[src/rtl/hwce_wmem_pkg.sv]
// Shared types and constants for the HWCE weight-memory read streamer.
package hwce_wmem_pkg;

  typedef enum logic [1:0] {
    ST_IDLE  = 2'd0,
    ST_ISSUE = 2'd1,
    ST_DRAIN = 2'd2,
    ST_DONE  = 2'd3
  } wmem_state_e;

  localparam int unsigned WORD_STRIDE  = 4;
  localparam logic        MEM_WEN_LOAD = 1'b1;

endpackage

[src/rtl/hwce_wmem_fifo.sv]
// Synchronous response buffer with flush; no read-through bypass, so a pushed
// word becomes visible at the head on the following cycle.
module hwce_wmem_fifo #(
  parameter int unsigned DATA_WIDTH = 32,
  parameter int unsigned DEPTH      = 4
) (
  input  logic                     clk,
  input  logic                     rst,
  input  logic                     flush,
  input  logic                     push,
  input  logic [DATA_WIDTH-1:0]    push_data,
  input  logic                     pop,
  output logic [DATA_WIDTH-1:0]    pop_data,
  output logic [$clog2(DEPTH):0]   count,
  output logic                     full,
  output logic                     empty
);

  localparam int unsigned PTR_W = $clog2(DEPTH);
  localparam logic [PTR_W:0] FULL_CNT = (PTR_W+1)'(DEPTH);

  logic [DATA_WIDTH-1:0] mem_q [DEPTH];
  logic [PTR_W-1:0]      wr_ptr_q, wr_ptr_d;
  logic [PTR_W-1:0]      rd_ptr_q, rd_ptr_d;
  logic [PTR_W:0]        count_q, count_d;
  logic                  do_push, do_pop;

  always_comb begin
    wr_ptr_d = wr_ptr_q;
    rd_ptr_d = rd_ptr_q;
    count_d  = count_q;
    full     = (count_q == FULL_CNT);
    empty    = (count_q == '0);
    do_push  = push && !full && !flush;
    do_pop   = pop && !empty && !flush;
    count    = count_q;
    pop_data = mem_q[rd_ptr_q];

    if (flush) begin
      wr_ptr_d = '0;
      rd_ptr_d = '0;
      count_d  = '0;
    end else begin
      if (do_push) wr_ptr_d = wr_ptr_q + PTR_W'(1);
      if (do_pop)  rd_ptr_d = rd_ptr_q + PTR_W'(1);
      case ({do_push, do_pop})
        2'b10:   count_d = count_q + (PTR_W+1)'(1);
        2'b01:   count_d = count_q - (PTR_W+1)'(1);
        default: count_d = count_q;
      endcase
    end
  end

  always_ff @(posedge clk) begin
    if (rst) begin
      wr_ptr_q <= '0;
      rd_ptr_q <= '0;
      count_q  <= '0;
    end else begin
      wr_ptr_q <= wr_ptr_d;
      rd_ptr_q <= rd_ptr_d;
      count_q  <= count_d;
    end
  end

  // Storage needs no reset: count gates every read of stale entries.
  always_ff @(posedge clk) begin
    if (do_push) mem_q[wr_ptr_q] <= push_data;
  end

endmodule

[src/rtl/hwce_wmem_reader.sv]
// Weight-memory read streamer: issues word loads from a base address under a
// FIFO credit limit and forwards the returned words as a valid/ready stream.
module hwce_wmem_reader
  import hwce_wmem_pkg::*;
#(
  parameter int unsigned ADDR_WIDTH = 32,
  parameter int unsigned DATA_WIDTH = 32,
  parameter int unsigned BE_WIDTH   = DATA_WIDTH/8,
  parameter int unsigned CNT_WIDTH  = 16,
  parameter int unsigned FIFO_DEPTH = 4
) (
  input  logic                  clk,
  input  logic                  rst,
  input  logic                  start,
  input  logic [ADDR_WIDTH-1:0] base_addr,
  input  logic [CNT_WIDTH-1:0]  n_words,
  output logic                  busy,
  output logic                  done,
  output logic                  mem_req,
  output logic [ADDR_WIDTH-1:0] mem_add,
  output logic                  mem_wen,
  output logic [DATA_WIDTH-1:0] mem_wdata,
  output logic [BE_WIDTH-1:0]   mem_be,
  input  logic                  mem_gnt,
  input  logic                  mem_r_valid,
  input  logic [DATA_WIDTH-1:0] mem_r_rdata,
  output logic                  w_valid,
  input  logic                  w_ready,
  output logic [DATA_WIDTH-1:0] w_data
);

  localparam int unsigned FC_W = $clog2(FIFO_DEPTH) + 1;
  localparam logic [FC_W:0] CREDIT_MAX = (FC_W+1)'(FIFO_DEPTH);

  wmem_state_e           state_q, state_d;
  logic [ADDR_WIDTH-1:0] addr_q, addr_d;
  logic [CNT_WIDTH-1:0]  req_left_q, req_left_d;
  logic [CNT_WIDTH-1:0]  pop_left_q, pop_left_d;
  logic                  inflight_q, inflight_d;

  logic                  job_active;
  logic [FC_W:0]         credit_used;
  logic                  credit_ok;
  logic                  gnt_fire;
  logic                  pop_fire;
  logic                  rsp_push;
  logic                  fifo_flush;
  logic [DATA_WIDTH-1:0] fifo_head;
  logic [FC_W-1:0]       fifo_count;
  logic                  fifo_full;
  logic                  fifo_empty;

  assign mem_wen   = MEM_WEN_LOAD;
  assign mem_wdata = '0;
  assign mem_be    = '1;
  assign mem_add   = addr_q;

  always_comb begin
    state_d     = state_q;
    addr_d      = addr_q;
    req_left_d  = req_left_q;
    pop_left_d  = pop_left_q;
    inflight_d  = inflight_q;
    fifo_flush  = 1'b0;

    busy        = (state_q != ST_IDLE);
    done        = (state_q == ST_DONE);
    job_active  = (state_q == ST_ISSUE) || (state_q == ST_DRAIN);

    // Credit only grows while a request waits, so a raised mem_req never drops
    // before its grant.
    credit_used = {1'b0, fifo_count} + {{FC_W{1'b0}}, inflight_q};
    credit_ok   = (credit_used < CREDIT_MAX);
    mem_req     = (state_q == ST_ISSUE) && credit_ok;
    gnt_fire    = mem_req && mem_gnt;

    rsp_push    = job_active && mem_r_valid && !fifo_full;
    w_valid     = !fifo_empty;
    w_data      = w_valid ? fifo_head : '0;
    pop_fire    = w_valid && w_ready;

    if (gnt_fire)         inflight_d = 1'b1;
    else if (mem_r_valid) inflight_d = 1'b0;

    if (pop_fire) pop_left_d = pop_left_q - CNT_WIDTH'(1);

    case (state_q)
      ST_IDLE: begin
        if (start) begin
          addr_d     = base_addr & ~ADDR_WIDTH'(3);
          req_left_d = n_words;
          pop_left_d = n_words;
          fifo_flush = 1'b1;
          state_d    = (n_words == '0) ? ST_DONE : ST_ISSUE;
        end
      end
      ST_ISSUE: begin
        if (gnt_fire) begin
          addr_d     = addr_q + ADDR_WIDTH'(WORD_STRIDE);
          req_left_d = req_left_q - CNT_WIDTH'(1);
          if (req_left_q == CNT_WIDTH'(1)) state_d = ST_DRAIN;
        end
      end
      ST_DRAIN: begin
        if (pop_fire && (pop_left_q == CNT_WIDTH'(1))) state_d = ST_DONE;
      end
      ST_DONE: begin
        state_d = ST_IDLE;
      end
      default: state_d = ST_IDLE;
    endcase
  end

  always_ff @(posedge clk) begin
    if (rst) begin
      state_q    <= ST_IDLE;
      addr_q     <= '0;
      req_left_q <= '0;
      pop_left_q <= '0;
      inflight_q <= 1'b0;
    end else begin
      state_q    <= state_d;
      addr_q     <= addr_d;
      req_left_q <= req_left_d;
      pop_left_q <= pop_left_d;
      inflight_q <= inflight_d;
    end
  end

  hwce_wmem_fifo #(
    .DATA_WIDTH (DATA_WIDTH),
    .DEPTH      (FIFO_DEPTH)
  ) u_fifo (
    .clk       (clk),
    .rst       (rst),
    .flush     (fifo_flush),
    .push      (rsp_push),
    .push_data (mem_r_rdata),
    .pop       (pop_fire),
    .pop_data  (fifo_head),
    .count     (fifo_count),
    .full      (fifo_full),
    .empty     (fifo_empty)
  );

endmodule

[config.mk]
export PLATFORM = sky130hd
export DESIGN_NAME = hwce_wmem_reader
export DESIGN_NICKNAME = d
export VERILOG_FILES = /design/src/rtl/hwce_wmem_pkg.sv /design/src/rtl/hwce_wmem_fifo.sv /design/src/rtl/hwce_wmem_reader.sv
export SDC_FILE = /design/constraint.sdc
export NUM_CORES = 1
export LEC_CHECK = 0
export BUFFER_PORTS_ARGS = -buffer_cell sky130_fd_sc_hd__buf_4
export CORE_MARGIN = 4
export CORE_UTILIZATION = 41
export DETAILED_ROUTE_END_ITERATION = 10
export GPL_TIMING_DRIVEN = 0
export PLACE_DENSITY = 0.7
export REMOVE_ABC_BUFFERS = 1
export SLEW_MARGIN = 0
export SYNTH_ARGS = -nofsm -noshare
export SYNTH_HDL_FRONTEND = slang
export SYNTH_SLANG_ARGS = --single-unit
[constraint.sdc]
create_clock -name clk -period 3.4 [get_ports clk]
set_input_delay 0.51 -clock clk [delete_from_list [all_inputs] [get_ports clk]]
set_output_delay 0.51 -clock clk [all_outputs]
set_load 0.02 [all_outputs]
---- Word level (Yosys, flattened, before mapping) ----
Memory sizes are Yosys's and may differ from the RTL's. A register that Yosys moved wholly into a read port is not among the register bits.
Index checks and enable logic that the tools add are counted.
cells by class
  add/sub/neg operators ................... 8
  $lt $le $gt $ge ......................... 1
  equal/unequal tests ..................... 12
  multiplexer cells ....................... 25
  reduce and logical (&&, ||, !) cells .... 24
operators by type and width
  kind                                                                     count
  32-bit two-way mux                                                       3
  16-bit two-way mux                                                       5
  32-bit case mux with 2 select lines                                      1
  32-bit by 3-bit adder with 32-bit output (second input constant)         1
  16-bit by 1-bit equality test with 1-bit output (second input constant)  2
  16-bit case mux with 2 select lines                                      1
  16-bit by 1-bit subtractor with 16-bit output (second input constant)    2
  16-bit logical NOT                                                       1
  2-bit two-way mux                                                        7
  1-bit logical AND                                                        10
  2-bit case mux with 4 select lines                                       1
  2-bit nonzero test                                                       4
  2-bit equality test (second input constant)                              3
  1-bit two-way mux                                                        6
  3-bit case mux with 2 select lines                                       1
  2-bit by 1-bit adder with 2-bit output (second input constant)           2
  3-bit by 1-bit adder with 4-bit output                                   1
  2-bit by 1-bit equality test with 1-bit output (second input constant)   2
  4-bit by 3-bit < comparator with 1-bit output (second input constant)    1
  2-bit by 1-bit != test with 1-bit output (second input constant)         2
  2-bit != test (second input constant)                                    2
  4-bit AND reduction                                                      1
  3-bit by 1-bit adder with 3-bit output (second input constant)           1
  3-bit equality test (second input constant)                              1
  other kinds (7)                                                          9
storage, ports and cells
  register bits after elaboration ......... 74
  memory bits (writable) .................. 128
  bits of input ports ..................... 86
  output and inout bits ................... 105
  memories kept ........................... 1
memory list
  memory        words  width  rd ports  clocked after memory_dff  write ports  line                  RTL
  u_fifo.mem_q  4      32     1         1                         1            hwce_wmem_fifo.sv:22  logic [DATA_WIDTH-1:0] mem_q [DEPTH];

---- Longest topological paths before layout ----
  word-level depth ........................ 8
  mapped depth ............................ 12
  gate-level depth less buffers ........... 12

---- By module ----
Synthesis repeated with hierarchy kept, for this count alone.
unflattened totals
  cells, all modules ...................... 834
  area, all modules ....................... 9759.4 um2
by module, submodules not included
  module            times used  cells an instance  area an instance (um2)
  hwce_wmem_fifo    1           224                5117.4
  hwce_wmem_reader  1           610                4642.0

---- Least setup slack after synthesis ----
OpenSTA, ideal clock, no wires.
  path kind ............................... flip-flop to flip-flop
  start point ............................. register state_q[0]
  end point ............................... memory u_fifo.mem_q[0][0] (enable)
  library setup time ...................... 0.392 ns
  arrival ................................. 2.222 ns
  data required time ...................... 3.008 ns
  path slack .............................. 0.786 ns
  stages on the path, launching flop included .. 7
  path buffers ............................ 0
  cell sequence ........................... dfxtp_1 inv_1 ha_1 nand2_1 nand3_1 a31oi_1 and2_1
between the ends
  word-level cells in the longest chain between the ends .. 8
  elaborated cells between the ends (all ways) .. 12
  classes of those cells .................. 2 x eq/ne; 3 x mux; 7 x reduce/logical
RTL lines
  what                                                                                          line                     RTL
  start, declared                                                                               hwce_wmem_reader.sv:35   wmem_state_e state_q, state_d;
  start signal, assigned                                                                        hwce_wmem_reader.sv:122  state_q <= state_d;
  2-bit by 1-bit equality test with 1-bit output / 2-bit equality test (equally long branches)  hwce_wmem_reader.sv:68   job_active = (state_q == ST_ISSUE) || (state_q == ST_DRAIN);
  1-bit logical OR                                                                              hwce_wmem_reader.sv:68
  1-bit logical AND (2 in series)                                                               hwce_wmem_reader.sv:77   rsp_push = job_active && mem_r_valid && !fifo_full;
  1-bit logical AND                                                                             hwce_wmem_fifo.sv:34     do_push = push && !full && !flush;
  1-bit logical AND (*)                                                                         hwce_wmem_fifo.sv:34
  1-bit two-way mux (*)                                                                         hwce_wmem_fifo.sv:68     if (do_push) mem_q[wr_ptr_q] <= push_data;
  1-bit two-way mux (implied by the code) (*)                                                   hwce_wmem_fifo.sv:68
  end, declared                                                                                 hwce_wmem_fifo.sv:22
Mark *: on every way between the ends. The rest lies on a longest branch, timed or not.

---- Final worst setup path ----
  start point ............................. register state_q[1]
  end point ............................... output port mem_req
between the ends
  word-level cells in the longest chain between the ends .. 2
RTL lines
  what                                            line                    RTL
  2-bit by 1-bit equality test with 1-bit output  hwce_wmem_reader.sv:74  mem_req = (state_q == ST_ISSUE) && credit_ok;
  1-bit logical AND                               hwce_wmem_reader.sv:74
  end, declared                                   hwce_wmem_reader.sv:19  output logic mem_req,
No other way between the ends.

==> flow_summary.ini <==
[critical_path]
critPathTopFamily = buffers and inverters
path_buf_inv = 3
end_kind = output pin
r2r-end = u_fifo.mem_q[2][13]
path_max_fanout = 49
r2r_start = state_q[1]
arrival_ns = 2.61
worstSetupPathType = flip-flop to output pin
critPathLaunchType = flip-flop
max_stage_delay_ns = 0.62
required_ns = 2.89
crit_slowest_cell = ha_2
reg2regPathDepth = 6
cp_cell_sequence = inv_1, ha_2, inv_4, nor3b_1, buf_4
crit_cells = 5
crit_start = state_q[1]
r2r_slack_ns = 0.42

[floorplanning]
ios = 191
die_area_um2 = 26400
fp.dieH_um = 162
die_width_um = 162
initial_core_util_pct = 41.6
core-area_um2 = 23500
rows = 56

[logic_synthesis]
synth_ff_type = edfxtp_1
synthTopCellsByArea = edfxtp_1 (39%), dfxtp_1 (15%), mux4_2 (7.4%)
synth_edf_count = 128
synth_area_per_cell_um2 = 11.6
synth_common_cells = edfxtp_1 (128), dfxtp_1 (74), nor2_1 (55)
ys_types = 71
synthArstFlopShare_pct = 0
synth_top_cell_by_area = edfxtp_1
yosys_warnings = 0
post_synth_instance_area_um2 = 9770
yosysSeqAreaShare_pct = 54.5
yosysMostFrequentCell = edfxtp_1
ys_seq_elements = 202
synth_top_area_share_pct = 39.4
synth_cells = 843

[finish]
nFillCells = 2061
final_cells = 1306
syn_to_final_growth_pct = 21.3
antenna_cells = 0
multi_input_area_um2 = 4030
final_cell_area_um2 = 11800
num-nets-final = 1073
drive_above_1_share_pct = 25.9
area.sequential_um2 = 5330

[detailed_routing]
wire_per_inst_um = 17.8
vias = 7014
viasPerCell = 5.37
drt_iter0_markers = 542
firstDrtPassIters = 5
drtAntennaViolNets = 0
drc_errors = 0
drt-total-wl_um = 23300

[min_path]
hold_path_depth = 1
whs_endpoint = u_fifo.mem_q[3][3]
hold_path_class = primary input to flip-flop
holdCritStartpoint = mem_r_rdata[3]

[power]
power_w = 0.00909
powerDensity_nw_per_um2 = 767
leakage_nw = 4.19
max-vdd-ir-drop_mv = 0.436

[clock_network]
cts_sinks = 202
cts_tree = yes
hold_buffers = 0
cts_root_buf = clkbuf_16
clkTransAtPathRegs_ns = 0.06
cts_buffer_depth = 3
worstSkewPairLatency_ns = 0.51
h-tree-depth = 1
cts_buffers = 22

[place]
placed_cells = 1266
gp_congestion = 0.824
portBuffers = 149
postPlaceCellArea_um2 = 11000
hpwlAfterDp_um = 15700

[timing]
max_slew.worst_pin.slew_ns = 0.894
clock_skew_ns = 0.00940
max_clock_freq_mhz = 320
fin_hold_ws_ns = 0.201
min_period_ns = 3.12
setup_viol = 0
max-slew-margin-rel_pct = 40.4
rsz0062_at_grt = false
drv_slew = 0
hold_viol = 0
min_period_over_period_pct = 91.8

[global_routing]
gr-total-overflow = 0
track_usage_pct = 16.9
first_global_vias = 6742
grt_pass1_wl_um = 36600
grt_max_degree = 60
antenna_found_initial = 0

[run]
maxCapViolations = 0

[run_status]
outcome = finished, final reports clean
[layer usage]
metal	routed length [um]	GRT usage, %	vias up
met5	0	0	-
li1	-	-	3352
met1	10200	23.7	3399
met2	11100	27.6	235
met4	338	2.88	0
met3	1700	3.90	28
[sequential cells by signal (all words and copies together) (netlist names), named ones only]
name             count
mem_add             30
req_left_q          16
u_fifo.mem_q       128
u_fifo.wr_ptr_q      2
u_fifo.rd_ptr_q      2
u_fifo.count         3
pop_left_q          16
state_q              2
inflight_q           1
[power by group]
group	switching (W)	total, W	internal, W	leakage [nW]
combinational	0.00189	0.00313	0.00124	2.03
clock	0.000970	0.00254	0.00157	0.397
sequential	0.000414	0.00342	0.00300	1.76
total	0.00328	0.00909	0.00581	4.19
[logic make-up (layout without fill, tap and decap cells)]
kind of cell | Yosys count | after routing | share of synthesized area [%]
xor+xnor | 19 | 19 | 1.70
buf+inv | 110 | 217 | 5.84
flops | 202 | 202 | 54.5
fa+ha+maj | 16 | 16 | 2.13
compound gates | 177 | 177 | 11.6
simple gates | 280 | 280 | 16.2
other cells | 2 | 39 | 0.0769
mux | 37 | 37 | 7.96
[worst register-to-register path, delay by kind of cell, from the launching register on]
family | cells | cell delay [ns]
and+or+nand+nor | 3 | 1.36
buffers and inverters | 1 | 0.10
AOI/OAI and AO/OA | 1 | 0.47
adders and majority gates | 1 | 0.29
DFF | 1 | 0.38
[metrics by stage]
| stage | setup slack (ns) | TNS (ns) | utilization (%) |
|---|---|---|---|
| detailed placement | -0.257 | -32.07 | 47.0 |
| global route | 0.0834 | 0 | 50.5 |
| floorplan | -0.927 | -36.69 | - |
| CTS | 0.141 | 0 | 50.4 |
| finish | 0.278 | 0 | 50.5 |
| global placement | -2.95 | -266.30 | 46.6 |
[how the worst max path moves through the flow]
| stage | endpoint |
|---|---|
| floorplan | mem_add[22] |
| global placement | mem_add[22] |
| detailed placement | u_fifo.mem_q[2][17] |
| CTS | u_fifo.mem_q[3][21] |
| global route | mem_req |
| finish | mem_req |
[what timing repair did]
action                                  CTS  global route
resized for setup                         2             2
endpoints found under the setup margin  131           143
setup buffers                             0             0
pin swaps                                 0             0
[layout make-up]
type                            instances  share of cell area [%]
Multi-Input combinational cell        568                    34.0
Sequential cell                       202                    45.0
Timing Repair Buffer                  154                    10.1
Clock inverter                          8                   0.887
Clock buffer                           32                    5.83
Tap cell                              319                    3.37
Inverter                               23                   0.750
[placed cells by master (no fill, tap or decap), drive strengths merged, types with 7 or more instances in the layout]
cell	count
nand3	28
a211oi	28
o21ai	40
ha	15
nand4	14
buf	154
o31ai	9
clkbuf	32
conb	39
and2	8
inv	24
and3	7
dfxtp	74
nor2	56
nor2b	43
mux4	32
a21oi	52
o22ai	11
nor4	18
edfxtp	128
a31oi	7
nand2	52
nor3	15
xor2	13
Power figures use the tool's default switching activity.
